==> src/rtl/fifo_param_pkg.sv <==
// fifo_param_pkg
//   Shared helpers for the parametrised FIFO:
//   - cw(depth):        width of an occupancy counter that can hold 0..depth
//   - pw(depth):        width of a pointer that indexes 0..depth-1
//   - params_ok(...):   legality of the depth / threshold combination
package fifo_param_pkg;

    function automatic int cw(input int depth);
        return $clog2(depth + 1);
    endfunction

    // A one-entry pointer still needs one bit so the port is never zero-width.
    function automatic int pw(input int depth);
        return (depth <= 2) ? 1 : $clog2(depth);
    endfunction

    function automatic bit params_ok(input int depth, input int af_lvl, input int ae_lvl);
        return (depth >= 2) && (af_lvl >= 0) && (af_lvl <= depth) &&
               (ae_lvl >= 0) && (ae_lvl < depth);
    endfunction

endpackage

==> src/rtl/fifo_wrap_ptr.sv <==
// fifo_wrap_ptr
//   Storage pointer that counts 0..DEPTH-1 and wraps back to 0. DEPTH need not
//   be a power of two, so the wrap is an explicit compare rather than rollover.
// Ports:
//   clk    rising-edge clock
//   rst_n  asynchronous active-low reset (ptr -> 0)
//   clr    synchronous return to 0, takes priority over inc
//   inc    advance by one entry
//   ptr    current pointer value
module fifo_wrap_ptr
    import fifo_param_pkg::*;
#(
    parameter int DEPTH = 10
) (
    input  logic                   clk,
    input  logic                   rst_n,
    input  logic                   clr,
    input  logic                   inc,
    output logic [pw(DEPTH)-1:0]   ptr
);

    localparam int PW = pw(DEPTH);
    localparam logic [PW-1:0] LAST = PW'(DEPTH - 1);

    always_ff @(posedge clk or negedge rst_n) begin
        if (!rst_n) begin
            ptr <= '0;
        end else if (clr) begin
            ptr <= '0;
        end else if (inc) begin
            ptr <= (ptr == LAST) ? '0 : ptr + PW'(1);
        end
    end

endmodule

==> src/rtl/fifo_param.sv <==
// fifo_param
//   Parametrised single-clock FIFO with occupancy count, almost-full/empty
//   thresholds, sticky overflow/underflow flags and a synchronous flush.
//
// Handshake: wr/rd are requests, not valid/ready pairs. A write is taken when
//   wr is high and the FIFO is not full, or when it is full but a read is
//   taken in the same cycle. A read is taken when rd is high and the FIFO is
//   not empty; its data appears on dout one clock later, qualified by a
//   one-cycle rd_valid pulse. Requests that cannot be taken are dropped and
//   recorded in the sticky overflow/underflow flags.
//
// Ports:
//   clk, rst_n     clock, asynchronous active-low reset
//   flush          synchronous empty; overrides wr/rd, leaves dout and flags
//   wr, din        write request and data
//   rd             read request
//   dout, rd_valid registered read data and its one-cycle update pulse
//   count          current occupancy
//   empty, full    count==0, count==DEPTH
//   almost_full    count>=AF_LVL
//   almost_empty   count<=AE_LVL
//   clr_err        clears overflow/underflow (a same-cycle new event wins)
//   overflow       sticky: a write was dropped
//   underflow      sticky: a read was dropped
module fifo_param
    import fifo_param_pkg::*;
#(
    parameter int WIDTH  = 8,
    parameter int DEPTH  = 10,
    parameter int AF_LVL = DEPTH - 2,
    parameter int AE_LVL = 2
) (
    input  logic                   clk,
    input  logic                   rst_n,
    input  logic                   flush,
    input  logic                   wr,
    input  logic [WIDTH-1:0]       din,
    input  logic                   rd,
    output logic [WIDTH-1:0]       dout,
    output logic                   rd_valid,
    output logic [cw(DEPTH)-1:0]   count,
    output logic                   empty,
    output logic                   full,
    output logic                   almost_full,
    output logic                   almost_empty,
    input  logic                   clr_err,
    output logic                   overflow,
    output logic                   underflow
);

    localparam int CW = cw(DEPTH);
    localparam int PW = pw(DEPTH);

    if (!params_ok(DEPTH, AF_LVL, AE_LVL)) begin : g_bad_params
        $error("fifo_param: illegal DEPTH/AF_LVL/AE_LVL combination");
    end

    logic [WIDTH-1:0] mem [DEPTH];
    logic [PW-1:0]    wptr;
    logic [PW-1:0]    rptr;
    logic             wa;
    logic             ra;
    logic             ovf_evt;
    logic             unf_evt;

    // Flags decode only the registered count.
    assign empty        = (count == '0);
    assign full         = (count == CW'(DEPTH));
    assign almost_full  = (count >= CW'(AF_LVL));
    assign almost_empty = (count <= CW'(AE_LVL));

    // When full, empty is necessarily low, so wr & rd at full is always a
    // matched pop+push. When empty, a same-cycle read is refused: no fall-through.
    assign ra      = !flush && rd && !empty;
    assign wa      = !flush && wr && (!full || rd);
    assign ovf_evt = !flush && wr && full && !rd;
    assign unf_evt = !flush && rd && empty;

    fifo_wrap_ptr #(.DEPTH(DEPTH)) u_wptr (
        .clk   (clk),
        .rst_n (rst_n),
        .clr   (flush),
        .inc   (wa),
        .ptr   (wptr)
    );

    fifo_wrap_ptr #(.DEPTH(DEPTH)) u_rptr (
        .clk   (clk),
        .rst_n (rst_n),
        .clr   (flush),
        .inc   (ra),
        .ptr   (rptr)
    );

    // Storage carries no reset.
    always_ff @(posedge clk) begin
        if (wa) begin
            mem[wptr] <= din;
        end
    end

    always_ff @(posedge clk or negedge rst_n) begin
        if (!rst_n) begin
            count <= '0;
        end else if (flush) begin
            count <= '0;
        end else if (wa && !ra) begin
            count <= count + CW'(1);
        end else if (ra && !wa) begin
            count <= count - CW'(1);
        end
    end

    // dout keeps its last value through flush and idle cycles.
    always_ff @(posedge clk or negedge rst_n) begin
        if (!rst_n) begin
            dout     <= '0;
            rd_valid <= 1'b0;
        end else begin
            rd_valid <= ra;
            if (ra) begin
                dout <= mem[rptr];
            end
        end
    end

    // A new event in the same cycle as clr_err leaves the flag set.
    always_ff @(posedge clk or negedge rst_n) begin
        if (!rst_n) begin
            overflow  <= 1'b0;
            underflow <= 1'b0;
        end else begin
            overflow  <= ovf_evt || (overflow  && !clr_err);
            underflow <= unf_evt || (underflow && !clr_err);
        end
    end

endmodule

==> config.mk <==
export PLATFORM = sky130hd
export DESIGN_NAME = fifo_param
export DESIGN_NICKNAME = d
export VERILOG_FILES = /design/src/rtl/fifo_param_pkg.sv /design/src/rtl/fifo_wrap_ptr.sv /design/src/rtl/fifo_param.sv
export SDC_FILE = /design/constraint.sdc
export NUM_CORES = 1
export LEC_CHECK = 0
export ABC_AREA = 1
export CORE_AREA = 2 2 82 123
export DETAILED_ROUTE_END_ITERATION = 12
export DIE_AREA = 0 0 84 125
export PLACE_DENSITY = 0.79
export SLEW_MARGIN = 10
export SYNTH_ARGS = -nofsm -noshare
export SYNTH_HDL_FRONTEND = slang
export SYNTH_HIERARCHICAL = 1
export SYNTH_SLANG_ARGS = --single-unit
==> constraint.sdc <==
create_clock -name clk -period 2.1 [get_ports clk]
set_clock_uncertainty 0.2 [all_clocks]
set_input_delay 0.42 -clock clk [delete_from_list [all_inputs] [get_ports clk]]
set_output_delay 0.42 -clock clk [all_outputs]
set_load 0.02 [all_outputs]
== Yosys cells after proc, flatten, opt, wreduce, memory -nomap -nowiden ==
Memory sizes are Yosys's and may differ from the RTL's. A register that Yosys moved wholly into a read port is not among the register bits.
Index checks and enable logic that the tools add are counted.

* Add/sub/neg operators: 4
* Multiply operators: 0
* Divide/modulo/power cells: 0
* $lt $le $gt $ge: 2
* Equality and inequality tests: 3
* Shift-type cells: 0
* Muxes and demuxes: 11
* Bitwise operators: 0
* Reductions and logical operators: 26

{| class="wikitable"
|+ Operators by type and width
! cell !! count
|-
| 4-bit 2-to-1 mux || 9
|-
| 4-bit by 1-bit adder with 4-bit output (second input constant) || 3
|-
| 4-bit == test (second input constant) || 3
|-
| 1-bit logical AND || 11
|-
| 1-bit logical NOT || 8
|-
| 4-bit greater-or-equal comparator (second input constant) || 1
|-
| 4-bit by 2-bit <= comparator with 1-bit output (second input constant) || 1
|-
| 4-bit logical NOT || 1
|-
| 2-bit nonzero test || 2
|-
| 4-bit by 1-bit subtractor with 4-bit output (second input constant) || 1
|-
| 1-bit logical OR || 3
|-
| 3-bit nonzero test || 1
|-
| 1-bit 2-to-1 mux || 2
|}

* Register bits after elaboration: 15
* Latch bits: 0
* RAM bits: 80
* Memory bits (read-only): 0
* Input port bits: 14
* Output and inout bits: 19
* Word-level logic and storage cells: 53
* Memories: 1

{| class="wikitable"
|+ Memories
! name !! depth !! bits a word !! read ports !! clocked after Yosys merged registers in !! wr ports !! RTL line !! text
|-
| mem || 10 || 8 || 1 || 1 || 1 || fifo_param.sv:58 || <nowiki>logic [WIDTH-1:0] mem [DEPTH];</nowiki>
|}

== Longest topological paths before layout ==
Gate-level depths: netlist of run 1.

* Depth after elaboration: 9
* Depth in mapped cells: 14

== By module ==
The synthesis of run 1 kept the hierarchy.

{| class="wikitable"
|+ Modules (own cells, without submodules)
! module !! instances !! cells each !! area an instance (sq um)
|-
| fifo_param || 1 || 401 || 4137.7
|-
| fifo_wrap_ptr || 2 || 39 || 264.0
|}

== Least setup slack after synthesis of run 1 ==
No wires, ideal clock.

* Path type: flip-flop to flip-flop
* Start: reg count[1]
* End: mem mem[2][0], enable pin
* Library setup time: 0.395 ns
* Data arrival time: 1.710 ns
* Required time: 1.505 ns
* Setup slack: -0.205 ns
* Stages on the path, launching flop included: 6
* Buffers on the path: 0
* Period minus slack after synthesis: 2.305 ns
* Cells stage by stage: dfrtp_1 > nand2_1 > clkinv_1 > nand3_4 > nand2_4 > nor4_1

* Cells in the longest elaborated chain, start to end: 6

{| class="wikitable"
|+ RTL lines
! what !! RTL line !! text
|-
| start: declaration || fifo_param.sv:41 || <nowiki>output logic [cw(DEPTH)-1:0] count,</nowiki>
|-
| start signal: assignment || fifo_param.sv:108 || <nowiki>count <= count + CW'(1);</nowiki>
|-
| start signal: assignment || fifo_param.sv:110 || <nowiki>count <= count - CW'(1);</nowiki>
|-
| 4-bit == test || fifo_param.sv:68 || <nowiki>assign full = (count == CW'(DEPTH));</nowiki>
|-
| 1-bit logical NOT || fifo_param.sv:75 || <nowiki>assign wa = !flush && wr && (!full || rd);</nowiki>
|-
| 1-bit logical OR || fifo_param.sv:75 ||
|-
| 1-bit logical AND || fifo_param.sv:75 ||
|-
| 1-bit 2-to-1 mux || fifo_param.sv:97 || <nowiki>if (wa) begin</nowiki>
|-
| 1-bit 2-to-1 mux (not written as such) || fifo_param.sv:98 || <nowiki>mem[wptr] <= din;</nowiki>
|-
| end: declaration || fifo_param.sv:58 ||
|}

Every way passes these cells.

== Worst setup path in the final report of run 1 ==
* Start: reg count[3]
* End: out almost_full

* Cells in the longest elaborated chain, start to end: 1

{| class="wikitable"
|+ RTL lines
! what !! RTL line !! text
|-
| 4-bit greater-or-equal comparator || fifo_param.sv:69 || <nowiki>assign almost_full = (count >= CW'(AF_LVL));</nowiki>
|-
| end: declaration || fifo_param.sv:44 || <nowiki>output logic almost_full,</nowiki>
|}

Every way passes these cells.

==> summary.md, run 1 <==
| Metric | Value |
|---|---|
| Core box area | `0.009524 mm2` |
| Detail Route Antenna Nets | `0` |
| Post-Route M1 WL | `3.500 mm` |
| DRC viols | `0` |
| Gr usage total | `19.46%` |
| Starting Density | `48.99%` |
| Final wirelength | `9.664 mm` |
| Max Cap Viol | `0` |
| Max Slew Vio Count | `0` |
| Worst Max-Slew Pin Slew | `0.5676 ns` |
| Most common library cell in the layout ignoring fill and taps | `nand2_1` |
| RSZ-0062 raised after global routing | `yes` |
| R2R setup slack | `0.09 ns` |
| Fmax achieved | `491.5 MHz` |
| Sink Count | `103` |
| TritonRoute pass-1 iters | `4` |
| # IOs | `33` |
| Worst EP arrival | `1.41 ns` |
| 1st-iter DRT viols | `353` |
| Fin crit share | `96.88%` |
| Reg clk slew, reported paths | `0.07 ns` |
| Netlist cell types | `32` |
| Critical Path Max Stage Delay | `0.64 ns` |
| Mapped Area | `0.004666 mm2` |
| Crit-path leading delay family | `buffers and inverters` |
| Mean post-synth cell area | `9.741 um2` |
| Vias in the first global route | `3273` |
| First-pass GRT wire length | `15.70 mm` |
| Max Used Layer | `met4` |
| CTS Buffer Depth | `2` |
| CTS Buf Count | `9` |
| P&R area growth vs syn | `20.06%` |
| Crit path kind | `reg -> out` |
| Vias | `3360` |
| Syn_nets | `500` |
| Fillers | `764` |
| Die area | `0.01050 mm2` |
| Hold crit path type | `in -> async` |
| PwrDens | `1013 mW/mm2` |
| Post-synth top area cell | `edfxtp_1` |
| Status | `complete, no violations` |
| Final nets | `554` |
| Yosys warns | `6` |
| Initial antenna violation count | `0` |
| Clock Latency Late Sink | `0.34 ns` |
| Crit-path cells | `clkdlybuf4s50_1` |
| Wire length per cell | `14.80 um` |
| Max Fanout on Critical Path | `5` |
| Buffers added on ports | `32` |
| Largest net degree at the start of global routing | `41` |
| Worst-path cell with the longest stage delay | `clkdlybuf4s50_1` |
| Placer Congestion | `0.7895` |
| Buf/Inv on CP | `1` |
| DR WL met3 | `445 um` |
| Area contributors post-synth | `edfxtp_1, nand2_1, dfrtp_1` |
| Slew margin rel. | `62.12%` |
| Share of the synthesized area in the top cell type | `51.49%` |
| Leakage | `2.412 nW` |
| Commonest non-fill, non-tap cells in the layout | `nand2_1, edfxtp_1, inv_1` |
| HPWL after DPL | `6.654 mm` |
| Row count | `44` |
| Clock period minus worst slack | `2.035 ns` |
| Worst VDD drop | `0.5264 mV` |
| Root buf cell | `clkbuf_16` |
| Placed inst area | `0.005254 mm2` |
| CTS tree | `built` |
| Register area share after synthesis | `63.82%` |
| Die height | `125 um` |
| Die width | `84 um` |
| Detail Route met2 WL | `5.426 mm` |
| Crit path required time | `1.48 ns` |
| H-tree depth reported by CTS | `3` |
| Gr ovfl total | `0` |
| Mapped Cells | `479` |
| Post-layout util | `58.82%` |
| Hold Vio Cnt, Final | `0` |
| Setup violations, final | `0` |
| CP startpoint kind | `flip-flop` |
| Antenna Cells | `0` |
| Synth Register Bits | `103` |
| Vias/cell | `5.145` |
| Layout cells sized above 1 | `12.27%` |
| WHS | `0.2310 ns` |
| Final instance area | `0.005602 mm2` |
| Hold bufs inserted after CTS | `0` |
| CP Capture Type | `output pin` |
## cell usage after synthesis, drive strengths merged
master  instances
clkbuf          3
nand4           2
a21oi          17
o21bai          2
nor3            1
ha              6
o32ai           1
clkinv          1
buf            13
nand3          45
nor2           34
o22ai           1
edfxtp         80
nor4            4
xnor2           1
dfrtp          23
inv            54
fa              1
nand2         189
o21ai           1
## power breakdown
part / switching [mW] / total [mW] / internal [mW]
registers: 0.121 / 2.47 / 2.35
clock network: 0.669 / 1.74 / 1.07
logic: 0.861 / 1.47 / 0.605
total: 1.65 / 5.67 / 4.02
## final timing paths
check,startpoint,end,depth (start not counted)
min in group clk,dout[7],dout[7],2
worst max register to register,count[1],mem[1][1],9
max in group asynchronous,rst_n,count[0],2
worst min register to register,dout[7],dout[7],2
worst max-delay path,count[3],almost_full,1
worst min-delay path,rst_n,rd_valid,2
## metal layers
layer / GRT usage (%) / up-vias
met5: 0 / -
met4: 9.393 / 0
met3: 3.630 / 20
met2: 35.67 / 90
met1: 21.34 / 1588
li1: - / 1662
## worst register-to-register path, stage by stage, from the launching register on
cell      delay, ns
dfrtp_2        0.45
nand2_1        0.11
clkinv_1       0.10
nand3_4        0.07
buf_4          0.12
nand2_4        0.08
inv_1          0.12
nand3_1        0.14
nor2_1         0.14
buf_4          0.19
## final cells by class
class	count	area (um2)	share of cell area [%]
Sequential cell	103	2982	53.23
Multi-Input combinational cell	305	1415	25.26
Timing Repair Buffer	59	535.5	9.560
Clock buffer	12	246.5	4.400
Inverter	55	209.0	3.730
Tap cell	115	143.9	2.569
Clock inverter	4	70.07	1.251
## logic make-up (layout without fill, tap and decap cells)
kind of cell	Yosys count	count (layout)	share of synthesized area, %
flip-flops	103	103	63.82
adder cells (fa/ha/maj)	7	7	2.038
AO/OA/AOI/OAI	22	22	2.574
XOR/XNOR	1	1	0.1878
buffers and inverters	71	130	6.302
AND/OR/NAND/NOR	275	275	25.07
## metrics by stage
step / power (mW) / std cells / TNS, ns / setup slack, ns
2_1_floorplan: 3.346 / 479 / -6.560 / -0.2050
3_3_place_gp: 3.912 / 636 / -19.10 / -0.3174
3_5_place_dp: 3.952 / 636 / -22.95 / -0.3814
4_1_cts: 5.691 / 652 / 0 / 0.003220
5_1_grt: 5.961 / 653 / -0.005480 / -0.003779
6_report: 5.674 / 653 / 0 / 0.06542
## what timing repair did
action	CTS	global route
gates resized for setup	5	8
setup endpoints to repair	4	32
buffers inserted	0	1
## flip-flops by register name (all words and copies together) (netlist names)
name,flops
u_wptr/ptr,4
underflow,1
mem,80
count,4
rd_valid,1
overflow,1
dout,8
u_rptr/ptr,4
(Power assumes the default switching activity.)
==> run 2: changes to the inputs <==
PLACE_DENSITY = 0.76   (was 0.79)
SLEW_MARGIN = 20   (was 10)
clock period = 1.9 ns   (was 2.1 ns; I/O delays follow)
==> summary.md, run 2 (synthesized netlist as in run 1, its figures left out) <==
| Metric | Value |
|---|---|
| Status | `complete, but fails checks` |
| Failing checks | `negative setup slack` |
| Fmax achieved | `515.4 MHz` |
| Sink Count | `103 (unchanged)` |
| Hold path depth | `3` |
| Crit-path cells | `nor2_4 > o21ai_0 > inv_1 > clkdlybuf4s15_2` |
| H-tree depth reported by CTS | `3 (unchanged)` |
| CP Capture Type | `output pin` |
| # IOs | `33 (unchanged)` |
| Fin crit share | `102.1%` |
| Layout Cells excl Fill | `662 (+1.4%)` |
| Final instance area | `0.005861 mm2 (+4.6%)` |
| HPWL after DPL | `6.940 mm (+4.3%)` |
| Max Used Layer | `met4` |
| Antenna Cells | `0 (unchanged)` |
| Most common library cell in the layout ignoring fill and taps | `nand2_1` |
| Clock period minus worst slack | `1.940 ns` |
| Vias in the first global route | `3453 (+5.5%)` |
| Gr usage total | `21.07% (+1.6 points)` |
| Worst r2r path cells | `13 (+4)` |
| Largest net degree at the start of global routing | `47 (+15%)` |
| Crit path kind | `reg -> out` |
| Worst EP arrival | `1.36 ns (-0.05 ns)` |
| Hold Crit Start | `wr` |
| Starting Density | `48.99% (unchanged)` |
| Vias/cell | `5.201 (+1.1%)` |
| Max Slew Vio Count | `0 (unchanged)` |
| Crit path launch | `count[3]` |
| Buffers added on ports | `32 (unchanged)` |
| Die width | `84 um (unchanged)` |
| Max FFs per register | `80 (unchanged)` |
| CTS tree | `built` |
| Fillers | `764 (unchanged)` |
| Min setup slack post-route | `-0.04006 ns (-0.1055 ns)` |
| Pwr Total | `6.331 mW (+12%)` |
| Hold Vio Cnt, Final | `0 (unchanged)` |
| Inst Count DP | `643 (+1.1%)` |
| Row count | `44 (unchanged)` |
| P&R area growth vs syn | `25.61%` |
| Vias | `3443 (+2.5%)` |
| Setup TNS | `-0.07921 ns (-0.07921 ns)` |
| Hold crit path type | `in -> reg` |
| Commonest non-fill, non-tap cells in the layout | `nand2_1, edfxtp_1, inv_1` |
| TritonRoute pass-1 iters | `4 (unchanged)` |
| Max Cap Viol | `0 (unchanged)` |
| Clock Latency Late Sink | `0.33 ns (about the same)` |
| Root buf cell | `clkbuf_16` |
| Worst Max-Slew Pin Slew | `0.5034 ns (-0.06419 ns)` |
| Final wirelength | `10.73 mm (+11%)` |
| CP startpoint kind | `flip-flop` |
| Post-layout util | `61.53% (+2.7 points)` |
| WHS | `0.1946 ns (-0.03641 ns)` |
| Largest registers | `mem: 80 flops, dout: 8 flops` |
| Post-Route M1 WL | `3.876 mm (+11%)` |
| Reg clk slew, reported paths | `0.07 ns (about the same)` |
| Die height | `125 um (unchanged)` |
| Placer Congestion | `0.7479 (-5.3%)` |
| Worst-path cell with the longest stage delay | `dfrtp_2` |
| CTS Buffer Depth | `2 (unchanged)` |
| Worst r2r src | `count[3]` |
| Placed inst area | `0.005360 mm2 (+2.0%)` |
| Initial antenna violation count | `0 (unchanged)` |
| Core box area | `0.009524 mm2 (unchanged)` |
| 1st-iter DRT viols | `302 (-14%)` |
| First-pass GRT wire length | `17.02 mm (+8.4%)` |
| Gr ovfl total | `0 (unchanged)` |
| Setup violations, final | `2 (+2)` |
| DR WL met3 | `455 um (+2.2%)` |
| Detail Route Antenna Nets | `0 (unchanged)` |
| Detail Route met2 WL | `6.084 mm (+12%)` |
| Layout cells sized above 1 | `17.37% (+5.1 points)` |
| DRC viols | `0 (unchanged)` |
| Slew margin rel. | `66.41% (+4.3 points)` |
| Crit path required time | `1.32 ns (-0.16 ns)` |
| Leakage | `2.533 nW (+5.0%)` |
| RSZ-0062 raised after global routing | `yes` |
| Critical Path Max Stage Delay | `0.45 ns (-0.19 ns)` |
| Die area | `0.01050 mm2 (unchanged)` |
| Most flops, register | `mem` |
| PwrDens | `1080 mW/mm2 (+6.7%)` |
| Wire length per cell | `16.21 um (+9.6%)` |
| Post-placement setup slack | `-0.4764 ns (-0.09500 ns)` |
| CTS Buf Count | `9 (unchanged)` |
| Worst VDD drop | `0.6824 mV (+30%)` |
| Final nets | `563 (+1.6%)` |
| Max Fanout on Critical Path | `4 (-1)` |
[run 2: cell types whose count changed in the layout (fill, tap and decap cells not counted), moves of 3 or more]
cell,delta
nor4_1,-4
nand3_1,-3
buf_6,+7
dlymetal6s2s_1,+6
dlygate4sd2_1,+9
nor2_4,+6
clkdlybuf4s50_1,-16
nor4_4,+3
nand3_4,+4
nor2_1,-3
nor2_2,-3
[run 2: area by class of cell]
| class | count | area [um2] | area share (%) |
|---|---|---|---|
| Clock buffer | 11 | 232.7 | 3.971 |
| Clock inverter | 5 | 58.81 | 1.003 |
| Inverter | 55 | 212.7 | 3.629 |
| Multi-Input combinational cell | 305 | 1579 | 26.94 |
| Sequential cell | 103 | 2983 | 50.90 |
| Tap cell | 115 | 143.9 | 2.455 |
| Timing Repair Buffer | 68 | 650.6 | 11.10 |
[run 2: routing by layer]
layer | track usage, % | vias to the layer above
li1 | - | 1674
met1 | 23.70 | 1651
met2 | 38.21 | 95
met3 | 3.828 | 23
met4 | 9.867 | 0
met5 | 0 | -
[run 2: path summary, 6_finish.rpt]
check	slack, ns	endpoint
max	-0.04	almost_empty
min	0.19	overflow
max reg2reg	-0.04	count[3]
min reg2reg	0.33	underflow
max in group asynchronous	1.03	count[1]
min in group asynchronous	0.20	u_rptr/ptr[1]
[run 2: timing repair]
item / 4_1_cts / 5_1_grt
setup buffers: 1 / 2
gates resized for setup: 37 / 33
endpoints found under the hold margin: 0 / 0
setup endpoints to repair: 95 / 92
hold buffers: 0 / 0
pin swaps: 1 / 10
[run 2: critical path: cells and delay by family (launching register included)]
kind / cells / cell delay [ns]
AND/OR/NAND/NOR: 1 / 0.15
flip-flops: 1 / 0.45
buffers and inverters: 2 / 0.33
AO/OA/AOI/OAI: 1 / 0.10
[run 2: where the power goes]
part / switching (mW) / leakage [nW] / total [mW] / internal [mW]
clock network: 0.770 / 0.136 / 1.79 / 1.02
logic: 1.06 / 1.39 / 1.81 / 0.742
registers: 0.141 / 1.01 / 2.73 / 2.59
total: 1.97 / 2.53 / 6.33 / 4.36
